**src/rtl/local_inject_arbiter.sv**
```systemverilog
// rtl/local_inject_arbiter.sv - round-robin sharing of one router Local port among NUM_REQ injectors
module local_inject_arbiter #(
  parameter int NUM_REQ   = 4,
  parameter int PTR_W     = 2,
  parameter int dataWidth = 32
) (
  input  logic                           clk,
  input  logic                           reset,
  input  logic [NUM_REQ-1:0]             ReqIn,
  input  logic [NUM_REQ*dataWidth-1:0]   PacketIn,
  output logic [NUM_REQ-1:0]             GntOut,
  output logic [NUM_REQ-1:0]             FullOut,
  output logic                           ReqRtr,
  input  logic                           GntRtr,
  input  logic                           RtrFull,
  output logic [dataWidth-1:0]           PacketRtr,
  output logic [PTR_W-1:0]               Owner,
  output logic [15:0]                    ServedCount
);

  typedef enum logic [1:0] {
    IDLE     = 2'b00,
    UNUSED   = 2'b01,
    WAIT_GNT = 2'b10,
    RELEASE  = 2'b11
  } state_t;

  state_t                 state_q, state_d;
  logic                   req_q, req_d;
  logic [NUM_REQ-1:0]     gnt_q, gnt_d;
  logic [dataWidth-1:0]   pkt_q, pkt_d;
  logic [PTR_W-1:0]       owner_q, owner_d;
  logic [PTR_W-1:0]       ptr_q, ptr_d;
  logic [15:0]            cnt_q, cnt_d;

  logic                   win_found;
  logic [PTR_W-1:0]       win_idx;
  logic [PTR_W:0]         cand;
  logic [PTR_W-1:0]       owner_inc;

  // Walk Ptr, Ptr+1, ... with an explicit wrap so NUM_REQ need not be a power of two.
  always_comb begin
    win_found = 1'b0;
    win_idx   = '0;
    cand      = '0;
    for (int k = 0; k < NUM_REQ; k++) begin
      cand = {1'b0, ptr_q} + (PTR_W+1)'(k);
      if (cand >= (PTR_W+1)'(NUM_REQ)) cand = cand - (PTR_W+1)'(NUM_REQ);
      if (!win_found && ReqIn[cand[PTR_W-1:0]]) begin
        win_found = 1'b1;
        win_idx   = cand[PTR_W-1:0];
      end
    end
  end

  assign owner_inc = (owner_q == PTR_W'(NUM_REQ-1)) ? '0 : owner_q + 1'b1;

  always_comb begin
    state_d = state_q;
    req_d   = req_q;
    gnt_d   = '0;
    pkt_d   = pkt_q;
    owner_d = owner_q;
    ptr_d   = ptr_q;
    cnt_d   = cnt_q;
    case (state_q)
      IDLE: begin
        if (win_found && !RtrFull) begin
          pkt_d   = PacketIn[win_idx*dataWidth +: dataWidth];
          owner_d = win_idx;
          req_d   = 1'b1;
          state_d = WAIT_GNT;
        end
      end
      WAIT_GNT: begin
        if (GntRtr) begin
          req_d          = 1'b0;
          gnt_d[owner_q] = 1'b1;
          ptr_d          = owner_inc;
          cnt_d          = cnt_q + 16'd1;
          state_d        = RELEASE;
        end
      end
      RELEASE: begin
        state_d = IDLE;
      end
      default: begin
        state_d = IDLE;
        req_d   = 1'b0;
        pkt_d   = '0;
        owner_d = '0;
        ptr_d   = '0;
        cnt_d   = '0;
      end
    endcase
  end

  always_ff @(posedge clk or negedge reset) begin
    if (!reset) begin
      state_q <= IDLE;
      req_q   <= 1'b0;
      gnt_q   <= '0;
      pkt_q   <= '0;
      owner_q <= '0;
      ptr_q   <= '0;
      cnt_q   <= '0;
    end else begin
      state_q <= state_d;
      req_q   <= req_d;
      gnt_q   <= gnt_d;
      pkt_q   <= pkt_d;
      owner_q <= owner_d;
      ptr_q   <= ptr_d;
      cnt_q   <= cnt_d;
    end
  end

  assign GntOut      = gnt_q;
  assign FullOut     = {NUM_REQ{RtrFull}};
  assign ReqRtr      = req_q;
  assign PacketRtr   = pkt_q;
  assign Owner       = owner_q;
  assign ServedCount = cnt_q;

endmodule

```
**config.mk**
```make
export PLATFORM = sky130hd
export DESIGN_NAME = local_inject_arbiter
export DESIGN_NICKNAME = d
export VERILOG_FILES = /design/src/rtl/local_inject_arbiter.sv
export SDC_FILE = /design/constraint.sdc
export NUM_CORES = 1
export LEC_CHECK = 0
export ABC_AREA = 1
export ABC_CLOCK_PERIOD_IN_PS = 3100
export BUFFER_PORTS_ARGS = -buffer_cell sky130_fd_sc_hd__buf_2
export CELL_PAD_IN_SITES_DETAIL_PLACEMENT = 0
export CELL_PAD_IN_SITES_GLOBAL_PLACEMENT = 2
export CORE_MARGIN = 2
export CORE_UTILIZATION = 26
export CTS_BUF_LIST = sky130_fd_sc_hd__clkbuf_4 sky130_fd_sc_hd__clkbuf_8
export CTS_CLUSTER_SIZE = 24
export DETAILED_ROUTE_END_ITERATION = 12
export GPL_TIMING_DRIVEN = 0
export PLACE_DENSITY = 0.94
export SYNTH_ARGS = -nofsm -noshare
export SYNTH_HDL_FRONTEND = slang
export SYNTH_SLANG_ARGS = --single-unit
export TNS_END_PERCENT = 1
```
**constraint.sdc**
```tcl
create_clock -name clk -period 3.1 [get_ports clk]
set_input_delay 0.465 -clock clk [delete_from_list [all_inputs] [get_ports clk]]
set_output_delay 0.465 -clock clk [all_outputs]
set_load 0.005 [all_outputs]
```
==> results.ini <==
[layout]
finalNetCount=933
drive_gt1_share_pct=34.1
final_util_pct=36.2
area_growth_pct=35.8

[logic_synthesis]
netlist_area_um2=4070
synth_top_family_by_area=simple AND/OR/NAND/NOR gates
synthAdderAreaFrac_pct=2.46
yosys.area_share.simple_pct=47.2
avgSynthCellArea_um2=6.96
yosysUniqueCellTypes=28
ys_ff_latch=59
synth_mux_area_share_pct=0
syn_inst=584
yosys_warnings=0
synthesis.nets=728
ys_seq_area_share_pct=36.3
synth_compound_area_share_pct=3.29
synth-xor-area-share_pct=0.431

[setup_path]
rr_endpoint=ServedCount[12]
required_ns=3.33
cp-end-kind=register
path_class=reg2reg
regToRegStartpoint=state_q[0]
path_max_fanout=6
startpoint_type=register
worst_ep_arrival_time_ns=2.41
r2r_cells=11
regToRegSetupSlack_ns=0.92

[sta]
worst_clock_skew_ns=0.0155
final.period_utilization_pct=70.3
tns_ns=0
drv_slew=0
maxSlewHeadroom_pct=44.7
final_hold_viol_count=0
layout_min_cycle_time_ns=2.18
tightestPinTransition_ns=0.830
hold_slack_ns=0.189
clock.fmax_mhz=459
setup_viol=0
rsz0062_at_grt=false

[global_routing]
track_usage_pct=18.9
grt_start_max_net_pins=60
grt_overflow=0
grt_pass1_vias=4641
grt_pass1_wl_mm=24.2
antenna_found_initial=2

[routing]
drtIter0Drc=214
detail-route-antenna-nets=0
firstDrtPassIters=5
avgViaCountPerCell=4.70
routedWlPerCell_um=15.7
wl_mm=15.8
drc_errors=0
vias=4726

[floorplan]
core-area_um2=15300
dieArea_um2=16700
start_util_pct=26.6
die_y_um=129
io_pins=195
die_x_um=129
rows=45

[clocking]
cts_setup_buffers=0
clk_latency_ns=0.37
cts_max_path_buffers=2
path_clk_slew_ns=0.07
cts_tree=done
numCtsBuffers=9
clockRootBuffer=clkbuf_8
ctsHtreeMaxLevel=3
clock_sinks=59
holdBufCountCts=0
post_cts_resized=0

[run]
drv_cap=0

[hold_path]
hp-class=in2async

[power_and_ir_drop]
p_leak_nw=3.03
ir_drop_mv=0.321
finalPower_mw=5.01
power-per-cell-area_nw_per_um2=907

[place]
io_buffer_count=194
place.gp.congestion=0.844
place_hpwl_mm=12.0

[outcome]
status=completed

## cell usage in the layout, fill, tap and decap left out
cell type  netlist  routed
buf_2           34     227
nand2_1        185     185
nand3_1        107     107
nand4_1         69      69
dfrtp_1         59      59
inv_1           34      34
nor2_1          19      19
o21ai_0         11      11
buf_4           10      11
nor3_1           9       9
clkbuf_8         0       9
ha_1             8       8
nor3b_1          7       7
a21oi_1          6       6
nand2_2          5       5
nand3_2          4       4
inv_2            3       3
clkinv_2         0       3
buf_6            2       2
o22ai_1          2       2
clkinv_4         0       2
bufinv_16        0       2
diode_2          0       1
clkbuf_1         1       1
xnor2_1          1       1
a21oi_4          1       1
o21a_1           1       1
inv_4            1       1
nor2_4           1       1
o21ai_1          1       1
nand3b_1         1       1
xor2_1           1       1
o31ai_1          1       1
## where the power goes
group          internal, mW  leakage, nW  total (mW)  switching (mW)
clock network         0.451        0.113       0.811           0.360
logic                  1.07         2.12        3.14            2.07
registers             0.959        0.793        1.06          0.0967
## final cells by class
| class | instances | area [µm²] |
|---|---|---|
| Timing Repair Buffer | 194 | 973 |
| Fill cell | 1734 | 9740 |
| Inverter | 38 | 145 |
| Antenna cell | 1 | 2.50 |
| Sequential cell | 59 | 1480 |
| Buffer | 47 | 272 |
| Clock buffer | 9 | 124 |
| Tap cell | 211 | 264 |
| Clock inverter | 7 | 92.6 |
| Multi-Input combinational cell | 440 | 2170 |
## kinds of logic after synthesis
kind of cell	Yosys count
simple gates	407
buf+inv	85
xor+xnor	2
fa+ha+maj	8
flops	59
compound gates	23
## synth_stat cells
cell      instances  share of area, %
a21oi_1           6              0.74
a21oi_4           1              0.40
buf_2            34               4.2
buf_4            10               1.8
buf_6             2              0.55
clkbuf_1          1             0.092
dfrtp_1          59                36
ha_1              8               2.5
inv_1            34               3.1
inv_2             3              0.28
inv_4             1              0.15
nand2_1         185                17
nand2_2           5              0.77
nand3_1         107                13
nand3_2           4              0.98
nand3b_1          1              0.18
nand4_1          69                11
nor2_1           19               1.8
nor2_4            1              0.28
nor3_1            9               1.1
nor3b_1           7               1.3
o21a_1            1              0.18
o21ai_0          11               1.4
o21ai_1           1              0.12
o22ai_1           2              0.31
o31ai_1           1              0.18
xnor2_1           1              0.22
xor2_1            1              0.22
## sequential cells by signal, summed over array words and instances (netlist names)
| signal | count |
|---|---|
| ServedCount | 16 |
| PacketRtr | 32 |
| ptr_q | 2 |
| state_q | 2 |
| ReqRtr | 1 |
| GntOut | 4 |
| Owner | 2 |
## metal layers
layer | up-vias | part of all wire, % | track usage (%) | routed length, µm
met5 | - | 0.082 | 0 | 13
met3 | 17 | 9.5 | 7.68 | 1490
met2 | 161 | 46 | 31.6 | 7200
li1 | 2398 | - | - | -
met1 | 2148 | 44 | 23.0 | 6870
met4 | 2 | 1.3 | 4.03 | 204
## worst max-delay path, cell delays in order (launching register included)
cell     delay, ns
dfrtp_1       0.39
inv_1         0.08
ha_1          0.30
nand2_1       0.13
nor3_1        0.29
nand3_1       0.17
nor2_1        0.16
nand2_1       0.11
nor2_1        0.20
nand2_1       0.08
nor2_1        0.10
nor3_1        0.06
## worst max-delay path by stage
stage / slack [ns] / start / cells past startpoint / endpoint
after floorplan: 1.26 / state_q[0] / 11 / ServedCount[13]
after global placement: 0.94 / ReqIn[3] / 13 / PacketRtr[15]
after detailed placement: 0.90 / ReqIn[1] / 13 / PacketRtr[19]
after CTS: 0.90 / ptr_q[0] / 13 / PacketRtr[19]
after global routing: 0.66 / state_q[0] / 11 / ServedCount[13]
final: 0.92 / state_q[0] / 11 / ServedCount[12]
## metrics by stage
stage	std cells	cell area (µm²)	setup slack, ns
detailed placement	989	5300	0.904
CTS	1005	5520	0.901
global route	1005	5520	0.665
finish	1006	5520	0.920
global placement	989	5300	0.936
floorplan	584	4070	1.26
Note: power is estimated with default switching activity, not from simulation.
